--- src/rtl/time_set_ctrl.sv ---
//------------------------------------------------------------------------------
// time_set_ctrl
//
// Purpose:
//   Key-driven editor for a HH:MM:SS time counter. A mode key freezes the
//   counter, copies the live time into an edit buffer and steps through the
//   hour, minute and second fields. Inc/dec keys change the selected field
//   with wrap-around. A final mode key commits the buffer with a one-cycle
//   load pulse. A no-key timeout abandons the edit without loading. A blink
//   phase output lets the display flash the field being edited.
//
// Build option:
//   TIME_SET_DEC_EN  - when defined, key_dec decrements the selected field.
//                      When undefined, key_dec is accepted but has no effect.
//
// Ports:
//   clk                     in   system clock
//   rst                     in   synchronous reset, active low
//   key_mode                in   single-cycle pulse: enter edit / next field / commit
//   key_inc                 in   single-cycle pulse: increment selected field
//   key_dec                 in   single-cycle pulse: decrement selected field
//   cur_hour/minute/second  in   live time from the time counter (6 bits each)
//   set_hour/minute/second  out  edit buffer (6 bits each)
//   load                    out  one-cycle commit pulse for set_*
//   run_en                  out  time counter count enable
//   field_sel               out  0 none, 1 hour, 2 minute, 3 second
//   blink_on                out  visible phase of the selected field
//
// All outputs are registered.
//------------------------------------------------------------------------------
module time_set_ctrl #(
   parameter logic [5:0]  HOUR_MAX   = 6'd23,
   parameter logic [5:0]  MINUTE_MAX = 6'd59,
   parameter logic [5:0]  SECOND_MAX = 6'd59,
   parameter logic [25:0] BLINK_MAX  = 26'd24_999_999,
   parameter logic [29:0] IDLE_MAX   = 30'd499_999_999
) (
   input  logic       clk,
   input  logic       rst,
   input  logic       key_mode,
   input  logic       key_inc,
   input  logic       key_dec,
   input  logic [5:0] cur_hour,
   input  logic [5:0] cur_minute,
   input  logic [5:0] cur_second,
   output logic [5:0] set_hour,
   output logic [5:0] set_minute,
   output logic [5:0] set_second,
   output logic       load,
   output logic       run_en,
   output logic [1:0] field_sel,
   output logic       blink_on
);

   typedef enum logic [2:0] {
      ST_IDLE  = 3'd0,
      ST_SET_H = 3'd1,
      ST_SET_M = 3'd2,
      ST_SET_S = 3'd3,
      ST_APPLY = 3'd4
   } state_t;

   typedef enum logic [1:0] {
      DIR_HOLD = 2'd0,
      DIR_UP   = 2'd1,
      DIR_DN   = 2'd2
   } dir_t;

   // Increment with wrap to zero; anything at or above max also wraps so
   // the field can never leave its legal range.
   function automatic logic [5:0] wrap_inc(input logic [5:0] val,
                                           input logic [5:0] max);
      logic [5:0] res;
      if (val >= max) begin
         res = 6'd0;
      end else begin
         res = val + 6'd1;
      end
      return res;
   endfunction

   // Decrement with wrap from zero to max; out-of-range values snap to max.
   function automatic logic [5:0] wrap_dec(input logic [5:0] val,
                                           input logic [5:0] max);
      logic [5:0] res;
      if ((val == 6'd0) || (val > max)) begin
         res = max;
      end else begin
         res = val - 6'd1;
      end
      return res;
   endfunction

   // Apply one edit step in the requested direction.
   function automatic logic [5:0] edit_field(input logic [5:0] val,
                                             input logic [5:0] max,
                                             input dir_t      dir);
      logic [5:0] res;
      case (dir)
         DIR_UP:   res = wrap_inc(val, max);
         DIR_DN:   res = wrap_dec(val, max);
         DIR_HOLD: res = val;
         default:  res = val;
      endcase
      return res;
   endfunction

   state_t      state_q,      state_d;
   logic [5:0]  set_hour_q,   set_hour_d;
   logic [5:0]  set_minute_q, set_minute_d;
   logic [5:0]  set_second_q, set_second_d;
   logic        load_q,       load_d;
   logic        run_en_q,     run_en_d;
   logic [1:0]  field_sel_q,  field_sel_d;
   logic        blink_on_q,   blink_on_d;
   logic [25:0] blink_cnt_q,  blink_cnt_d;
   logic [29:0] idle_cnt_q,   idle_cnt_d;

   logic        key_dec_s;
   logic        key_any_s;
   logic        in_edit_d_s;
   dir_t        dir_s;

   // Without the decrement option key_dec is masked off here, so every
   // downstream use sees a constant zero and inc acts alone.
`ifdef TIME_SET_DEC_EN
   assign key_dec_s = key_dec;
`else
   assign key_dec_s = key_dec & 1'b0;
`endif

   assign key_any_s = key_mode | key_inc | key_dec_s;

   // Resolve the edit direction; simultaneous inc and dec cancel out.
   always_comb begin
      dir_s = DIR_HOLD;
      if (key_inc && !key_dec_s) begin
         dir_s = DIR_UP;
      end else if (key_dec_s && !key_inc) begin
         dir_s = DIR_DN;
      end else begin
         dir_s = DIR_HOLD;
      end
   end

   // Next-state, edit buffer, output and counter computation.
   always_comb begin
      state_d      = state_q;
      set_hour_d   = set_hour_q;
      set_minute_d = set_minute_q;
      set_second_d = set_second_q;
      load_d       = 1'b0;
      run_en_d     = run_en_q;
      field_sel_d  = field_sel_q;
      blink_on_d   = blink_on_q;
      blink_cnt_d  = blink_cnt_q;
      idle_cnt_d   = idle_cnt_q;
      in_edit_d_s  = 1'b0;

      // ---- state transitions and field edits ----
      case (state_q)
         ST_IDLE: begin
            if (key_mode) begin
               // Snapshot the live time on the same edge that leaves IDLE.
               set_hour_d   = cur_hour;
               set_minute_d = cur_minute;
               set_second_d = cur_second;
               state_d      = ST_SET_H;
            end else begin
               state_d = ST_IDLE;
            end
         end
         ST_SET_H: begin
            if (key_mode) begin
               state_d = ST_SET_M;
            end else if (!key_any_s && (idle_cnt_q == IDLE_MAX)) begin
               state_d = ST_IDLE;
            end else begin
               set_hour_d = edit_field(set_hour_q, HOUR_MAX, dir_s);
            end
         end
         ST_SET_M: begin
            if (key_mode) begin
               state_d = ST_SET_S;
            end else if (!key_any_s && (idle_cnt_q == IDLE_MAX)) begin
               state_d = ST_IDLE;
            end else begin
               set_minute_d = edit_field(set_minute_q, MINUTE_MAX, dir_s);
            end
         end
         ST_SET_S: begin
            if (key_mode) begin
               state_d = ST_APPLY;
            end else if (!key_any_s && (idle_cnt_q == IDLE_MAX)) begin
               state_d = ST_IDLE;
            end else begin
               set_second_d = edit_field(set_second_q, SECOND_MAX, dir_s);
            end
         end
         ST_APPLY: begin
            state_d = ST_IDLE;
         end
         default: begin
            state_d = ST_IDLE;
         end
      endcase

      // ---- registered outputs follow the state being entered ----
      case (state_d)
         ST_IDLE: begin
            run_en_d    = 1'b1;
            field_sel_d = 2'd0;
            load_d      = 1'b0;
         end
         ST_SET_H: begin
            run_en_d    = 1'b0;
            field_sel_d = 2'd1;
            load_d      = 1'b0;
            in_edit_d_s = 1'b1;
         end
         ST_SET_M: begin
            run_en_d    = 1'b0;
            field_sel_d = 2'd2;
            load_d      = 1'b0;
            in_edit_d_s = 1'b1;
         end
         ST_SET_S: begin
            run_en_d    = 1'b0;
            field_sel_d = 2'd3;
            load_d      = 1'b0;
            in_edit_d_s = 1'b1;
         end
         ST_APPLY: begin
            run_en_d    = 1'b0;
            field_sel_d = 2'd0;
            load_d      = 1'b1;
         end
         default: begin
            run_en_d    = 1'b1;
            field_sel_d = 2'd0;
            load_d      = 1'b0;
         end
      endcase

      // ---- blink and inactivity counters ----
      // Any key or field change restarts both so the freshly touched field
      // is shown solid and the timeout measures time since the last key.
      if (!in_edit_d_s) begin
         blink_cnt_d = 26'd0;
         idle_cnt_d  = 30'd0;
         blink_on_d  = 1'b1;
      end else if (key_any_s || (state_d != state_q)) begin
         blink_cnt_d = 26'd0;
         idle_cnt_d  = 30'd0;
         blink_on_d  = 1'b1;
      end else begin
         if (blink_cnt_q == BLINK_MAX) begin
            blink_cnt_d = 26'd0;
            blink_on_d  = ~blink_on_q;
         end else begin
            blink_cnt_d = blink_cnt_q + 26'd1;
            blink_on_d  = blink_on_q;
         end
         // Cannot pass IDLE_MAX: reaching it forces the exit above.
         idle_cnt_d = idle_cnt_q + 30'd1;
      end
   end

   // State and output registers with synchronous active-low reset.
   always_ff @(posedge clk) begin
      if (!rst) begin
         state_q      <= ST_IDLE;
         set_hour_q   <= 6'd0;
         set_minute_q <= 6'd0;
         set_second_q <= 6'd0;
         load_q       <= 1'b0;
         run_en_q     <= 1'b1;
         field_sel_q  <= 2'd0;
         blink_on_q   <= 1'b1;
         blink_cnt_q  <= 26'd0;
         idle_cnt_q   <= 30'd0;
      end else begin
         state_q      <= state_d;
         set_hour_q   <= set_hour_d;
         set_minute_q <= set_minute_d;
         set_second_q <= set_second_d;
         load_q       <= load_d;
         run_en_q     <= run_en_d;
         field_sel_q  <= field_sel_d;
         blink_on_q   <= blink_on_d;
         blink_cnt_q  <= blink_cnt_d;
         idle_cnt_q   <= idle_cnt_d;
      end
   end

   assign set_hour   = set_hour_q;
   assign set_minute = set_minute_q;
   assign set_second = set_second_q;
   assign load       = load_q;
   assign run_en     = run_en_q;
   assign field_sel  = field_sel_q;
   assign blink_on   = blink_on_q;

endmodule

--- config.mk ---
export PLATFORM = sky130hd
export DESIGN_NAME = time_set_ctrl
export DESIGN_NICKNAME = d
export VERILOG_FILES = /design/src/rtl/time_set_ctrl.sv
export SDC_FILE = /design/constraint.sdc
export NUM_CORES = 1
export LEC_CHECK = 0
export BUFFER_PORTS_ARGS = -buffer_cell sky130_fd_sc_hd__buf_4
export CORE_MARGIN = 5
export CORE_UTILIZATION = 52
export CTS_CLUSTER_DIAMETER = 200
export CTS_CLUSTER_SIZE = 40
export DETAILED_ROUTE_END_ITERATION = 8
export PLACE_DENSITY_LB_ADDON = 0.1
export SYNTH_ARGS = -nofsm -noshare
export SYNTH_HDL_FRONTEND = slang
export SYNTH_SLANG_ARGS = --single-unit
--- constraint.sdc ---
create_clock -name clk -period 2.1 [get_ports clk]
set_clock_uncertainty 0.05 [all_clocks]
set_input_delay 0 -clock clk [delete_from_list [all_inputs] [get_ports clk]]
set_output_delay 0 -clock clk [all_outputs]
set_load 0.02 [all_outputs]
# Word-level counts from Yosys, hierarchy flattened
# Cells that the tools add are included.
# word_totals
word_cells	102
inputBits	23
output_inout_bits	23
reg_bits	82
# classes
magnitude_cmp	6
add_sub_neg	8
n_bitwise	4
n_eq_ne	22
n_reduce_logical	20
mux	32
# ops
cell	count
two-way mux 6 bit	15
case mux 6 bit (2 select lines)	6
adder 30 x 1 -> 30 bit, second input constant	1
== test 30 x 29 -> 1 bit, second input constant	1
adder 26 x 1 -> 26 bit, second input constant	1
== test 26 x 25 -> 1 bit, second input constant	1
adder 6 x 1 -> 6 bit, second input constant	3
logical NOT 6 bit	3
subtractor 6 x 1 -> 6 bit, second input constant	3
AND reduction 5 bit	3
!= test 2 bit, second input constant	7
== test 3 x 2 -> 1 bit, second input constant	4
greater-or-equal comparator 6 bit, second input constant	2
> comparator 6 bit, second input constant	2
two-way mux 3 bit	4
case mux 3 bit (4 select lines)	1
OR reduction 4 bit	2
== test 3 x 1 -> 1 bit, second input constant	2
greater-or-equal comparator 6 x 5 -> 1 bit, second input constant	1
> comparator 6 x 5 -> 1 bit, second input constant	1
!= test 3 bit, second input constant	2
case mux 2 bit (3 select lines)	1
nonzero test 2 bit	3
OR reduction 3 bit	2
other kinds (12)	21

# Depth between registers and ports, before layout
# Gate-level depths: netlist of run 1.
# logic_depth
word_depth	11
ltp_mapped	8
ltp_nobuf	6

# Worst setup path before layout of run 1
# OpenSTA, ideal clock, no wires.
# synth_path
path_kind	reg-to-reg
startpoint	reg idle_cnt_q[0]
endpoint	reg idle_cnt_q[8]
setup_time_ps	115
path_buffers	2
t_required_ps	1935
synth_period_minus_slack_ps	2082
arrival_time_ps	1917
path_stages_with_launch	9
path_slack_ps	18
cell_sequence	dfxtp_1 ha_1 nand3_1 or3_4 or4_4 nand2b_4 buf_12 buf_12 nor2_1
# synth_via
elab_chain_len	10
elab_cells_between_ends	17
cone_classes	add/sub (1); eq/ne (5); mux (6); bitwise (1); reduce/logical (4)
# synth_lines
element	line	rtl
start, declared	117	logic [29:0] idle_cnt_q, idle_cnt_d;
start signal, assigned	292	idle_cnt_q <= idle_cnt_d;
== test 30 x 29 -> 1 bit	176, 185, 194	
logical AND 1 bit	176, 185, 194	
two-way mux 3 bit	176, 185, 194	
two-way mux 3 bit (on tied branches)	192, 174, 183	
case mux 3 bit (4 select lines)	161	case (state_q)
== test 3 x 2 -> 1 bit or == test 3 x 1 -> 1 bit (tied branches)	209	case (state_d)
OR reduction 3 bit (no source line)	n/a	
two-way mux 1 bit	209	
inverter 1 bit (no source line)	n/a	
OR reduction 3 bit (no source line)	n/a	
# Several ways; a longest one is shown, not always the timed one.
# A chain may end at the register's enable or synchronous reset.

# Worst setup path in the final report of run 1
# layout_path
startpoint	in key_inc
endpoint	reg idle_cnt_q[25]
# layout_via
elab_chain_len	11
elab_cells_between_ends	17
cone_classes	eq/ne (4); mux (6); bitwise (2); reduce/logical (5)
# layout_lines
element	line	rtl
start, declared	41	input logic key_inc,
OR 1 bit (*)	132	assign key_any_s = key_mode | key_inc | key_dec_s;
logical NOT 1 bit	176, 185, 194	
logical AND 1 bit	176, 185, 194	
two-way mux 3 bit	176, 185, 194	
two-way mux 3 bit (on tied branches)	192, 174, 183	
case mux 3 bit (4 select lines)	161	
== test 3 x 2 -> 1 bit or == test 3 x 1 -> 1 bit (tied branches)	209	
OR reduction 3 bit (no source line)	n/a	
two-way mux 1 bit	209	
inverter 1 bit (no source line)	n/a	
OR reduction 3 bit (no source line) (*)	n/a	
# Every way passes the cells marked *; elsewhere a longest branch is shown, timed or not.

==> results of run 1 <==
## area by class of cell
| class | instances | area (µm²) | area share [%] |
|---|---|---|---|
| Sequential cell | 82 | 1640 | 33.2 |
| Timing Repair Buffer | 94 | 803 | 16.2 |
| Inverter | 10 | 37.5 | 0.759 |
| Tap cell | 99 | 124 | 2.51 |
| Multi-Input combinational cell | 359 | 2130 | 43.0 |
| Clock inverter | 4 | 76.3 | 1.54 |
| Clock buffer | 12 | 135 | 2.73 |
## synth_stat cells (6+ instances only)
cell type,number
inv_1,9
nand2_1,38
xnor2_1,18
a22oi_1,6
nand4_1,17
and3_1,10
nand3_1,37
o21ai_0,16
nor3_1,8
nand2b_1,7
nor2_1,82
clkbuf_1,7
a21oi_1,22
xor2_1,36
nor4_1,9
dfxtp_1,82
## sequential cells by signal, indices dropped and copies added, names as in the netlist
name / cells
set_minute: 6
state_q: 3
blink_on: 1
field_sel: 2
idle_cnt_q: 30
run_en: 1
set_second: 6
blink_cnt_q: 26
load: 1
set_hour: 6
## how the worst max path moves through the flow
stage,from,endpoint,slack (ns)
floorplan,idle_cnt_q[0],idle_cnt_q[8],0.02
finish,key_inc,idle_cnt_q[25],0.1
global placement,idle_cnt_q[1],idle_cnt_q[14],0.11
detailed placement,idle_cnt_q[1],idle_cnt_q[25],0.09
global route,idle_cnt_q[13],idle_cnt_q[12],0.03
CTS,idle_cnt_q[1],idle_cnt_q[25],0.08
## stage by stage
step | setup slack (ns) | hold slack [ns] | util (%) | power, mW | instances
after floorplan | 0.0184 | 0.0899 | - | 1.86 | 468
after global placement | 0.112 | 0.224 | 61.4 | 1.99 | 621
after detailed placement | 0.0915 | 0.227 | 61.4 | 2.00 | 621
after CTS | 0.0804 | 0.412 | 67.4 | 3.25 | 659
after global routing | 0.0346 | 0.446 | 67.8 | 3.38 | 660
final | 0.100 | 0.426 | 67.8 | 3.23 | 660
## critical path, stage by stage
cell and delay, ns:
dlygate4sd3_1 0.56, buf_4 0.16, nor4bb_2 0.29, buf_4 0.16, nand4_1 0.08, or4_4 0.58, nand2b_4 0.13, clkbuf_16 0.17
nor2_1 0.05
## logic make-up after synthesis
| kind of cell | Yosys count | share of synthesized area [%] |
|---|---|---|
| xor gates and xnor gates | 54 | 12.1 |
| adders and majority gates | 5 | 1.60 |
| DFF | 82 | 41.9 |
| and+or+nand+nor | 236 | 30.3 |
| buffers and inverters | 27 | 4.05 |
| AOI/OAI and AO/OA | 64 | 10.1 |
## metal layers
metal	global-route usage, %	part of all wire (%)	wire length (µm)
met1	22.6	45	3970
met2	32.0	49	4330
met3	5.40	3.6	312
met4	6.16	1.6	136
met5	0	0	0
## power groups by stage
| stage | sequential [mW] | combinational (mW) | clock [mW] |
|---|---|---|---|
| 6_report | 1.64 | 0.358 | 1.22 |
| 2_1_floorplan | 1.71 | 0.154 | 0 |
| 3_5_place_dp | 1.68 | 0.318 | 0 |
| 3_3_place_gp | 1.68 | 0.311 | 0 |
| 5_1_grt | 1.65 | 0.393 | 1.33 |
| 4_1_cts | 1.64 | 0.352 | 1.25 |
## what timing repair did
| action | 4_1_cts | 5_1_grt |
|---|---|---|
| hold endpoints to repair | 25 | 0 |
| hold buffers | 22 | 0 |
| resized for setup | 0 | 2 |
| setup endpoints to repair | 0 | 24 |
==> results.py, run 1 <==
metrics = {
    "synth": {
        "ys_top_cells_by_area": "dfxtp_1 (42%), xor2_1 (8.0%), nor2_1 (7.9%), nand3_1 (4.7%), xnor2_1 (4.0%)",
        "ys_types": 52,
        "synth_top_cell_area_share_pct": 41.9,
        "syn_nets": 496,
        "synth_edf_count": 0,
        "synth_seq_cells": 82,
        "synthesis.instances": 468,
        "async_flop_share_pct": 0,
        "avgSynthCellArea_um2": 8.38,
        "syn_area_mm2": 0.00392,
        "seq_area_frac_synth_pct": 41.9,
        "yosys_most_used_dff": "dfxtp_1",
        "ys_warn_count": 0,
        "post-synth-top-area-cell": "dfxtp_1",
    },
    "layout": {
        "layout_common_cells": "nor2_1 (82), dfxtp_1 (81), buf_4 (69)",
        "syn_to_final_growth_pct": 26.1,
        "nFillCells": 643,
        "fin_nets": 584,
        "fin_area_mm2": 0.00494,
        "antenna-diode-count": 0,
        "final_common_cell": "nor2_1",
        "drive_above_1_share_pct": 17.5,
    },
    "setup_path": {
        "regToRegStartpoint": "idle_cnt_q[13]",
        "worst-path-max-fanout": 12,
        "cp.arrival_ns": 2.18,
        "r2r-end": "idle_cnt_q[25]",
        "worstSetupPathType": "input port to flop",
        "r2r_cells": 7,
        "end_kind": "flop",
        "worstPathRequired_ns": 2.28,
        "r2r_slack_ns": 0.15,
        "start_kind": "input port",
    },
    "grt": {
        "grt_pass1_vias": 3381,
        "grt_max_degree": 27,
        "antenna_found_initial": 0,
        "gr-usage-all-layers_pct": 18.8,
        "grt_pass1_wl_mm": 15.1,
        "grt.overflow.total": 0,
    },
    "sta": {
        "hold_viol_final": 0,
        "max_freq_mhz": 500,
        "fin_setup_tns_ns": 0,
        "maxSlewHeadroom_pct": 61.3,
        "setup_viol": 0,
        "final_max_slew_viol_count": 0,
        "fin_crit_sh_pct": 95.2,
        "period_needed_ns": 2.00,
        "rsz0062_at_grt": "no",
        "worst_pin_slew_ns": 0.576,
    },
    "clock_network": {
        "clk_transition_reported_paths_ns": 0.08,
        "insertion_delay_ns": 0.35,
        "clock-sinks": 82,
        "post_cts_buffers": 0,
        "cts_tree": "built",
        "cts_buffer_depth": 2,
        "h-tree-depth": 3,
        "cts_buffers": 9,
        "cts-root-buf": "clkbuf_8",
    },
    "route": {
        "vias": 3548,
        "finalWirelength_mm": 8.76,
        "drc_errors": 0,
        "drt_iter0_markers": 113,
        "vias_per_cell": 5.38,
        "ant_nets": 0,
        "wl_per_cell_um": 13.3,
        "first_pass_iters": 4,
    },
    "floorplan": {
        "boundaryPins": 46,
        "die_area_mm2": 0.00938,
        "num_rows": 31,
        "coreArea_mm2": 0.00729,
        "initial_utilization_pct": 53.8,
        "dieHeight_um": 96.8,
        "dieWidth_um": 96.8,
    },
    "power": {
        "pwr-share-clk_pct": 38.0,
        "ir_drop_mv": 0.531,
        "powerDensity_mw_per_mm2": 652,
        "p_comb_share_pct": 11.1,
        "power.leakage_nw": 1.84,
        "p_sw_mw": 0.781,
        "netSwitchingFraction_pct": 24.2,
        "p_seq_share_pct": 51.0,
        "p_int_mw": 2.44,
    },
    "place": {
        "placed_cell_area_mm2": 0.00448,
        "hpwlAfterDp_mm": 5.92,
        "io_buffers": 44,
        "gp_congestion": 0.801,
    },
    "min_path": {
        "worstHoldStart": "cur_hour[1]",
        "whs_endpoint": "set_hour[1]",
        "hold_class": "input port to flop",
        "min_path_cells": 4,
    },
    "status": {
        "status": "finished, final reports clean",
    },
    "job": {
        "drv_cap": 0,
    },
}
Power figures use the tool's default switching activity.
==> inputs of run 2 (changes only) <==
REMOVE_ABC_BUFFERS = 1   (was unset)
==> run 2 against run 1 <==
Die area unchanged. Non-clock buffer count fell by 1. Sequential power about the same. Clock power down 11%. Critical path depth decreased by 1. Hold slack better by 0.0065 ns. Sequential share of layout area up 0.13 points. Worst setup slack lost 0.031 ns. Via count decreased by 1.3%.
==> results.py, run 2 (synthesized netlist as in run 1, its figures left out) <==
metrics = {
    "layout": {
        "regMostFlops": "idle_cnt_q",
        "drive_above_1_share_pct": 17.8,
        "nFillCells": 653,
        "antenna-diode-count": 0,
        "syn_to_final_growth_pct": 25.6,
        "seqCellArea_mm2": 0.00164,
        "fin_nets": 586,
        "multi_input_area_mm2": 0.00216,
        "layout_common_cells": "nor2_1 (82), dfxtp_1 (82), buf_4 (69)",
        "largest_reg_flops": 30,
        "layout_top_registers": "idle_cnt_q (30), blink_cnt_q (26)",
    },
    "setup_path": {
        "worst-path-buf-inv": 4,
        "start_kind": "input port",
        "cp_slowest_cell": "dlygate4sd3_1",
        "crit_cells": 8,
        "worstSetupPathType": "input port to flop",
        "r2r_slack_ns": 0.10,
        "end_kind": "flop",
        "worst-path-max-fanout": 26,
        "regToRegStartpoint": "idle_cnt_q[1]",
        "cp.arrival_ns": 2.27,
        "worstPathRequired_ns": 2.34,
        "crit_start": "rst",
        "crit_family": "simple AND/OR/NAND/NOR gates",
        "slowest_delay_ns": 0.56,
        "r2r_cells": 6,
        "r2r-end": "idle_cnt_q[27]",
        "path_cells": "dlygate4sd3_1 > buf_6 > inv_2 > nor2_2 > or4b_4 > or3_1 > buf_12 > nor2_1",
    },
    "grt": {
        "grt_pass1_vias": 3429,
        "grt_pass1_wl_mm": 15.0,
        "grt.overflow.total": 0,
        "gr-usage-all-layers_pct": 18.6,
        "grt_max_degree": 30,
        "antenna_found_initial": 0,
    },
    "floorplan": {
        "die_area_mm2": 0.00938,
        "initial_utilization_pct": 53.8,
        "coreArea_mm2": 0.00729,
        "dieHeight_um": 96.8,
        "num_rows": 31,
        "dieWidth_um": 96.8,
        "boundaryPins": 46,
    },
    "clock_network": {
        "clk_transition_reported_paths_ns": 0.09,
        "insertion_delay_ns": 0.35,
        "h-tree-depth": 3,
        "clock-sinks": 82,
        "cts_buffer_depth": 2,
        "cts_buffers": 9,
        "cts_tree": "built",
        "cts-root-buf": "clkbuf_8",
    },
    "job": {
        "drv_cap": 0,
    },
    "sta": {
        "setup_ws_ns": 0.0694,
        "final_max_slew_viol_count": 0,
        "hold_viol_final": 0,
        "fin_setup_tns_ns": 0,
        "maxSlewHeadroom_pct": 61.7,
        "period_needed_ns": 2.03,
        "setup_viol": 0,
        "max_freq_mhz": 492,
        "worst_pin_slew_ns": 0.570,
        "fin_crit_sh_pct": 96.7,
        "whs_ns": 0.433,
        "rsz0062_at_grt": "yes",
    },
    "route": {
        "first_pass_iters": 4,
        "wl_per_cell_um": 13.1,
        "vias": 3502,
        "drt_iter0_markers": 115,
        "finalWirelength_mm": 8.65,
        "ant_nets": 0,
        "drc_errors": 0,
        "vias_per_cell": 5.29,
    },
    "min_path": {
        "whs_endpoint": "set_hour[5]",
        "hold_class": "input port to flop",
        "min_path_cells": 4,
        "worstHoldStart": "cur_hour[5]",
    },
    "place": {
        "dp_slack_ns": 0.0206,
        "gp_congestion": 0.842,
        "io_buffers": 44,
        "hpwlAfterDp_mm": 5.89,
    },
    "power": {
        "total_power_mw": 3.09,
        "ir_drop_mv": 0.410,
        "power.leakage_nw": 1.85,
        "powerDensity_mw_per_mm2": 627,
    },
    "status": {
        "status": "finished, final reports clean",
    },
}
## run 2: how the worst max path moves through the flow
| stage | end | slack, ns |
|---|---|---|
| 4_1_cts | idle_cnt_q[24] | 0.01 |
| 6_report | blink_cnt_q[20] | 0.07 |
| 3_5_place_dp | idle_cnt_q[24] | 0.02 |
| 2_1_floorplan | blink_cnt_q[10] | 0.05 |
| 3_3_place_gp | idle_cnt_q[3] | 0.07 |
| 5_1_grt | idle_cnt_q[20] | -0.02 |
## run 2: layout make-up
class                   instances  area share [%]
multi-input cells             362            44.0
flip-flops and latches         82            33.4
repair buffers                 93            15.6
clock buffers                  11            2.67
well taps                      99            2.52
clock inverters                 5            1.12
inverters                      10           0.763
## run 2: routing by layer
metal / global-route usage, % / wire length (µm) / up-vias
met2: 31.9 / 4250 / 57
met1: 22.6 / 3970 / 1619
met4: 5.72 / 95 / 0
met3: 5.04 / 335 / 8
li1: - / - / 1818
met5: 0 / 0 / -
## run 2: through the flow
stage                     instance area, µm²  util, %  instances
after global placement                  4470     61.3        621
after detailed placement                4470     61.3        621
after floorplan                         3800        -        451
final                                   4920     67.5        662
after global routing                    4920     67.5        662
after CTS                               4870     66.8        659
## run 2: where the power goes
group	internal, mW	switching [mW]	leakage [nW]
Sequential	1.59	0.0498	0.665
Clock	0.546	0.547	0.0893
Combinational	0.173	0.177	1.09
Total	2.31	0.774	1.85
## run 2: tightest hold or removal path: cells and delay by family
kind	cells	cell delay (ns)
compound gates	1	0.06
simple gates	1	0.05
buf+inv	2	0.67
## run 2: timing repair
item                       4_1_cts  5_1_grt
setup buffers                    0        0
gates resized for setup          0        5
hold buffers                    22        0
hold endpoints to repair        26        0
setup endpoints to repair        0       41
